<file path="src/rtl/eth_stats_pkg.sv">
// Shared definitions for the Ethernet statistics accumulators (rx and tx).
// Holds the counter width, the counter slot indices and the four-counter
// record used for both the live and the snapshot views.
package eth_stats_pkg;

  localparam int STATS_CNT_W  = 64;
  localparam int NUM_CNT      = 4;
  localparam int FRAME_BYTES_W = 16;
  // frame_bytes + 1 needs one extra bit so 16'hFFFF becomes 65536
  localparam int FRAME_LEN_W  = FRAME_BYTES_W + 1;

  // Slot of each counter inside the counter array
  typedef enum logic [1:0] {
    CNT_TOTAL_BYTES = 2'd0,
    CNT_GOOD_BYTES  = 2'd1,
    CNT_GOOD_FRAMES = 2'd2,
    CNT_BAD_FRAMES  = 2'd3
  } cnt_idx_e;

  typedef struct packed {
    logic [STATS_CNT_W-1:0] total_bytes;
    logic [STATS_CNT_W-1:0] good_bytes;
    logic [STATS_CNT_W-1:0] good_frames;
    logic [STATS_CNT_W-1:0] bad_frames;
  } eth_stats_t;

  // Real frame length from the "length minus one" field, zero-extended
  function automatic logic [STATS_CNT_W-1:0] frame_len(
    input logic [FRAME_BYTES_W-1:0] frame_bytes
  );
    logic [FRAME_LEN_W-1:0] len;
    len = {1'b0, frame_bytes} + {{(FRAME_LEN_W-1){1'b0}}, 1'b1};
    return {{(STATS_CNT_W-FRAME_LEN_W){1'b0}}, len};
  endfunction

endpackage

</file>
<file path="src/rtl/eth_stats_acc_counter.sv">
// Single wrapping accumulator. count_next is the value the register will
// take on the coming edge unless it is cleared or reset, so a snapshot can
// capture an event arriving in the same cycle as the request.
module eth_stats_acc_counter #(
  parameter int W = 64
) (
  input  logic         clk,
  input  logic         rst,
  input  logic         add_en,
  input  logic [W-1:0] add_val,
  input  logic         clear,
  output logic [W-1:0] count_next
);

  logic [W-1:0] count_reg;

  // Next value: add when enabled, natural modulo-2^W wrap
  always_comb begin
    count_next = count_reg;
    if (add_en) begin
      count_next = count_reg + add_val;
    end
  end

  // Counter register: reset and clear both win over the accumulated value
  always_ff @(posedge clk) begin
    if (rst) begin
      count_reg <= '0;
    end else if (clear) begin
      count_reg <= '0;
    end else begin
      count_reg <= count_next;
    end
  end

endmodule

</file>
<file path="src/rtl/eth_stats_accumulator_rx.sv">
// Receive-side statistics accumulator. Counts bytes and frames per completed
// frame event and publishes a coherent snapshot of all four counters on
// request, optionally zeroing the live counters at the same time.
module eth_stats_accumulator_rx
  import eth_stats_pkg::*;
#(
  parameter bit CLEAR_ON_SNAP = 1'b0
) (
  input  logic                     clk,
  input  logic                     rst,
  input  logic                     enable,
  input  logic [FRAME_BYTES_W-1:0] frame_bytes,
  input  logic                     frame_good,
  input  logic                     valid,
  input  logic                     snap_req,
  output logic                     snap_ack,
  output logic [STATS_CNT_W-1:0]   snap_total_bytes,
  output logic [STATS_CNT_W-1:0]   snap_good_bytes,
  output logic [STATS_CNT_W-1:0]   snap_good_frames,
  output logic [STATS_CNT_W-1:0]   snap_bad_frames
);

  logic                                frame_evt;
  logic [STATS_CNT_W-1:0]              frame_len_val;
  logic                                clear_live;
  logic [NUM_CNT-1:0]                  add_en;
  logic [NUM_CNT-1:0][STATS_CNT_W-1:0] add_val;
  logic [NUM_CNT-1:0][STATS_CNT_W-1:0] cnt_next;
  eth_stats_t                          live_next;
  eth_stats_t                          snap_reg;
  logic                                snap_ack_reg;

  assign frame_evt     = valid & enable;
  assign frame_len_val = frame_len(frame_bytes);
  // Clearing happens on the same edge that captures the snapshot, so an
  // event in the request cycle lands in the snapshot but not in live state
  assign clear_live    = snap_req & CLEAR_ON_SNAP;

  // Route each frame event to the counters it affects
  always_comb begin
    add_en  = '0;
    add_val = '0;
    add_en[CNT_TOTAL_BYTES]  = frame_evt;
    add_val[CNT_TOTAL_BYTES] = frame_len_val;
    add_en[CNT_GOOD_BYTES]   = frame_evt & frame_good;
    add_val[CNT_GOOD_BYTES]  = frame_len_val;
    add_en[CNT_GOOD_FRAMES]  = frame_evt & frame_good;
    add_val[CNT_GOOD_FRAMES] = {{(STATS_CNT_W-1){1'b0}}, 1'b1};
    add_en[CNT_BAD_FRAMES]   = frame_evt & ~frame_good;
    add_val[CNT_BAD_FRAMES]  = {{(STATS_CNT_W-1){1'b0}}, 1'b1};
  end

  genvar gi;
  generate
    for (gi = 0; gi < NUM_CNT; gi++) begin : g_cnt
      eth_stats_acc_counter #(
        .W (STATS_CNT_W)
      ) u_cnt (
        .clk        (clk),
        .rst        (rst),
        .add_en     (add_en[gi]),
        .add_val    (add_val[gi]),
        .clear      (clear_live),
        .count_next (cnt_next[gi])
      );
    end
  endgenerate

  // Gather the post-edge counter values into one record
  always_comb begin
    live_next             = '0;
    live_next.total_bytes = cnt_next[CNT_TOTAL_BYTES];
    live_next.good_bytes  = cnt_next[CNT_GOOD_BYTES];
    live_next.good_frames = cnt_next[CNT_GOOD_FRAMES];
    live_next.bad_frames  = cnt_next[CNT_BAD_FRAMES];
  end

  // Snapshot register and acknowledge; reset suppresses any pending request
  always_ff @(posedge clk) begin
    if (rst) begin
      snap_reg     <= '0;
      snap_ack_reg <= 1'b0;
    end else begin
      snap_ack_reg <= snap_req;
      if (snap_req) begin
        snap_reg <= live_next;
      end
    end
  end

  assign snap_ack         = snap_ack_reg;
  assign snap_total_bytes = snap_reg.total_bytes;
  assign snap_good_bytes  = snap_reg.good_bytes;
  assign snap_good_frames = snap_reg.good_frames;
  assign snap_bad_frames  = snap_reg.bad_frames;

endmodule

</file>
<file path="config.mk">
export PLATFORM = sky130hd
export DESIGN_NAME = eth_stats_accumulator_rx
export DESIGN_NICKNAME = d
export VERILOG_FILES = /design/src/rtl/eth_stats_pkg.sv /design/src/rtl/eth_stats_acc_counter.sv /design/src/rtl/eth_stats_accumulator_rx.sv
export SDC_FILE = /design/constraint.sdc
export NUM_CORES = 1
export LEC_CHECK = 0
export ABC_AREA = 1
export CORE_AREA = 5 5 358 360
export CTS_BUF_LIST = sky130_fd_sc_hd__clkbuf_4 sky130_fd_sc_hd__clkbuf_8 sky130_fd_sc_hd__clkbuf_16
export DETAILED_ROUTE_END_ITERATION = 12
export DIE_AREA = 0 0 363 365
export SYNTH_ARGS = -nofsm -noshare
export SYNTH_HDL_FRONTEND = slang
export SYNTH_HIERARCHICAL = 1
export SYNTH_SLANG_ARGS = --single-unit
</file>
<file path="constraint.sdc">
create_clock -name clk -period 7.5 [get_ports clk]
set_input_delay 1.5 -clock clk [delete_from_list [all_inputs] [get_ports clk]]
set_output_delay 1.5 -clock clk [all_outputs]
set_load 0.05 [all_outputs]
</file>
; Word-level counts from Yosys, hierarchy flattened
; Index checks and enable logic that the tools add are counted.
[op_classes]
reduce_logical = 0
n_div = 0
bitwise_logic = 4
mux = 4
n_lt_le_gt_ge = 0
n_shift = 0
multipliers = 0
eq_ne = 0
add_sub_neg = 5
[op_table]
columns = operator, count
row1 = $mux W64, 4
row2 = $add A64 B1 Y64 const B, 2
row3 = $add A64 B17 Y64, 2
row4 = $add A16 B1 Y17 const B, 1
row5 = $and A1 B1 Y1, 3
row6 = $not A1 Y1, 1
[totals]
latch_bits = 0
out_inout_bits = 257
register_bits = 513
mem_bits_rw = 0
mem_count = 0
mem_bits_ro = 0
word_cells = 22

; Depth between registers and ports, before layout
[depth]
ltp_word = 3
mapped_depth = 25
ltp_nobuf = 25

; Modules after synthesis
; The synthesis kept the hierarchy.
[modules_own_cells]
columns = module, cells_per_inst, n_inst, area_per_inst_um2, seq_area_each_um2
row1 = eth_stats_acc_counter at g_cnt[2].u_cnt ..., 1663, 2, 8515.7, 1281.2
row2 = eth_stats_acc_counter at g_cnt[0].u_cnt ..., 1665, 2, 8496.9, 1281.2
row3 = eth_stats_accumulator_rx, 1194, 1, 9312.7, 5144.9

; Least setup slack after synthesis
; Ideal clock, no wire load.
[synth_path]
kind = input to register
start = in frame_bytes[0]
end = reg snap_reg, in the netlist snap_good_bytes[45]
path_stages = 23
arrival_ns = 3.569
t_required_ns = 7.368
setup_slack_ns = 3.799
cell_sequence = ha_1 -> nand3_1 -> nor2_2 -> nand2_1 -> xor2_1 -> ha_1 -> nand2_1 -> inv_1 -> nand2_1 -> inv_1 -> nand2_1 -> inv_1 -> nand2_1 -> nand2_1 -> nand2_1 -> nand2_2 -> nand2_1 -> nand3_1 -> nand3_1 -> nand2_1 -> inv_1 -> nand2_1 -> a21oi_1
[synth_lines]
columns = item, line
row1 = "start, declared", eth_stats_accumulator_rx.sv:12  ; input logic [FRAME_BYTES_W-1:0] frame_bytes,
row2 = "end signal, assigned", eth_stats_accumulator_rx.sv:86  ; snap_reg <= live_next;
row3 = "end, declared", eth_stats_accumulator_rx.sv:30  ; eth_stats_t snap_reg;

==> results by group <==
Layout
  • Final instance area: 50600 um^2
  • Layout Area Growth over Synthesis: 16.8%
  • Count of nets after finishing: 8548
  • Share of layout cells above drive strength 1: 6.06%
  • Flip-flop count of the largest register, all copies and words added: 256
  • Most common cell after layout, fill and taps aside: sky130_fd_sc_hd__nand2_1
  • Commonest non-fill, non-tap cells in the layout: sky130_fd_sc_hd__nand2_1 (3421), sky130_fd_sc_hd__inv_1 (1522), sky130_fd_sc_hd__a21oi_1 (522)

STA
  • Time the worst path needs with I/O delays and setup: 4.93 ns
  • Final hold violations: 0
  • Post-Route Skew: 0.0517 ns
  • Max-slew headroom: 35.1%
  • Worst-Margin Slew: 0.973 ns
  • Pins over their slew limit: 0
  • Final WS setup: 2.57 ns
  • Max frequency: 0.203 GHz
  • Final worst-path cycle share: 65.7%
  • Total negative slack: 0 ns
  • Count of endpoints failing setup in the final report: 0
  • Unrepaired setup endpoints after global routing: no

Die
  • Die Area: 132000 um^2
  • Standard-cell rows: 130
  • Core box area: 125000 um^2
  • Die Y-Extent: 365 um
  • Die width: 363 um
  • Starting density of the core: 34.7%
  • Count of boundary I/O pins: 279

Clocking
  • Number of sinks on the clock net: 513
  • Largest buffer count on any clock path: 3
  • # resized after CTS: 0
  • Clock tree from TritonCTS: built
  • Reg clk slew, reported paths: 0.06 ns
  • Deepest level of the CTS H-tree: 3
  • Worst-skew pair later-pin latency: 0.67 ns
  • Clock tree root driver cell: sky130_fd_sc_hd__clkbuf_16
  • Post-CTS setup-driven buffer insertion count: 0
  • Cts hold-fix bufs: 0
  • Number of clock buffers inserted by TritonCTS: 66

Synthesis
  • Synth warnings: 6
  • Average cell area after synthesis: 5.52 um^2
  • Share of async-settable or async-resettable flops after synthesis: 0%
  • Primary FF master, synth: sky130_fd_sc_hd__dfxtp_1
  • Number of cells produced by synthesis: 7850
  • Netlist area before placement: 43300 um^2
  • Synthesis-stage register bit count: 513
  • Number of flops mapped to enable cells by yosys: 0
  • Post-synthesis sequential area ratio: 23.7%
  • Number of library cell types mapped by synthesis: 36

Worst setup path
  • Data required, critical path: 8.08 ns
  • CP Max Fanout: 5
  • Crit Path Category: in -> reg
  • Worst path arrival time: 5.52 ns
  • Critical path launch point type: primary input
  • Critical Path Sink Type: register

Global route
  • Maximum number of pins on one net before global-route repair: 146
  • Wire length of the first global-routing pass: 242000 um
  • GRT Residual Overflow: 0
  • All-Layer GR Usage: 23.1%
  • Via count of the first global-routing pass: 43301
  • Antenna violations before repair: 1

Detailed routing
  • Iter 0 DRT Violations: 2909
  • Post-route antenna net violation count: 0
  • Post-DR wirelength/cell: 15.6 um
  • Detailed-route via count: 45470
  • Via density: 4.56
  • Number of DRC violations after detailed routing: 0
  • Iteration count of the initial detailed-routing pass: 6
  • Final wirelength: 156000 um

Place
  • Dpl hpwl: 126000 um
  • Input/output buffers: 278
  • Worst-case setup slack after placement: 1.93 ns
  • Placed cell areas: 48200 um^2
  • Routability cong.: 0.981

Power
  • Total power draw: 7.83 mW
  • Pleak: 28.6 nW
  • Areal power density over the cells: 155 nW/um^2
  • Maximum vdd drop: 0.000140 V

Worst hold path
  • HP Class: reg -> reg

Status
  • Run status: completed

Flow run
  • Max-cap violations: 0
-- final timing paths --
check	start	to	slack, ns	cells after the start
setup / recovery	frame_bytes[0]	snap_total_bytes[35]$_SDFFE_PP0P_	2.57	21
hold / removal	snap_bad_frames[49]$_SDFFE_PP0P_	snap_bad_frames[49]$_SDFFE_PP0P_	0.46	2
hold reg to reg	snap_bad_frames[49]$_SDFFE_PP0P_	snap_bad_frames[49]$_SDFFE_PP0P_	0.46	2
setup reg to reg	g_cnt[1].u_cnt/count_reg[0]$_SDFF_PP0_	snap_good_bytes[52]$_SDFFE_PP0P_	4.53	16
-- metal layers --
layer	GRT usage, %	routed length, um	share of wire (%)
met5	0	0	0
met4	7.17	4690	3.0
met3	2.84	8010	5.1
met2	38.1	68700	44
met1	31.5	74500	48
-- power breakdown --
group | total, mW | leakage (nW) | switching [mW] | internal (mW)
Clock | 3.52 | 1.17 | 1.39 | 2.13
Sequential | 2.85 | 4.16 | 0.0465 | 2.80
Combinational | 1.46 | 23.3 | 1.02 | 0.437
-- cells in the mapped netlist (all sizes together), types with 24 or more instances --
cell	n	area, um^2
a21oi	522	2610
buf	99	659
clkbuf	67	292
dfxtp	513	10300
ha	253	3170
inv	1555	5840
nand2	3491	13300
nand3	357	1870
nand3b	31	263
nor2	569	2350
nor3	61	408
o21ai	58	290
or2	140	876
xnor2	24	210
xor2	66	578
-- kinds of logic (layout without fill, tap and decap cells) --
family,count (synthesis),after routing,share of synthesized area [%]
XOR/XNOR,90,90,1.82
adder cells (fa/ha/maj),257,257,7.49
other,2,231,0.0173
AND/OR/NAND/NOR,4670,4670,44.4
AO/OA/AOI/OAI,592,592,6.91
buffers and inverters,1726,1971,15.7
flip-flops,513,513,23.7
-- per-stage QoR --
stage	std cells	hold slack [ns]	utilization [%]
global route	9972	0.474	40.6
CTS	9971	0.461	40.6
detailed placement	9851	0.453	38.7
global placement	9851	0.448	38.7
floorplan	8076	0.463	-
finish	9974	0.458	40.6
-- area by class of cell --
class / count / area (um^2)
Tap cell: 1650 / 2060
Inverter: 1560 / 5860
Clock buffer: 82 / 1870
Sequential cell: 513 / 10300
Fill cell: 13955 / 74100
Clock inverter: 38 / 527
Multi-Input combinational cell: 5837 / 27100
Timing Repair Buffer: 291 / 2920
Antenna cell: 3 / 7.51
-- worst max-delay path: stages --
cell                              delay, ns
sky130_fd_sc_hd__clkdlybuf4s50_1       0.52
sky130_fd_sc_hd__ha_1                  0.19
sky130_fd_sc_hd__nand3_1               0.18
sky130_fd_sc_hd__inv_1                 0.14
sky130_fd_sc_hd__nand3_1               0.10
sky130_fd_sc_hd__nor3_1                0.56
sky130_fd_sc_hd__ha_1                  0.34
sky130_fd_sc_hd__nand2_1               0.12
sky130_fd_sc_hd__nor2_1                0.23
sky130_fd_sc_hd__nand2_1               0.12
sky130_fd_sc_hd__inv_1                 0.15
sky130_fd_sc_hd__nand4_1               0.17
sky130_fd_sc_hd__nand3b_1              0.32
sky130_fd_sc_hd__nand2_1               0.13
sky130_fd_sc_hd__nand2_1               0.08
sky130_fd_sc_hd__nand2_1               0.04
sky130_fd_sc_hd__nand3_1               0.06
sky130_fd_sc_hd__o21ai_0               0.16
sky130_fd_sc_hd__inv_1                 0.11
sky130_fd_sc_hd__nand2_1               0.07
sky130_fd_sc_hd__a21oi_1               0.21
Note: power is estimated with default switching activity, not from simulation.
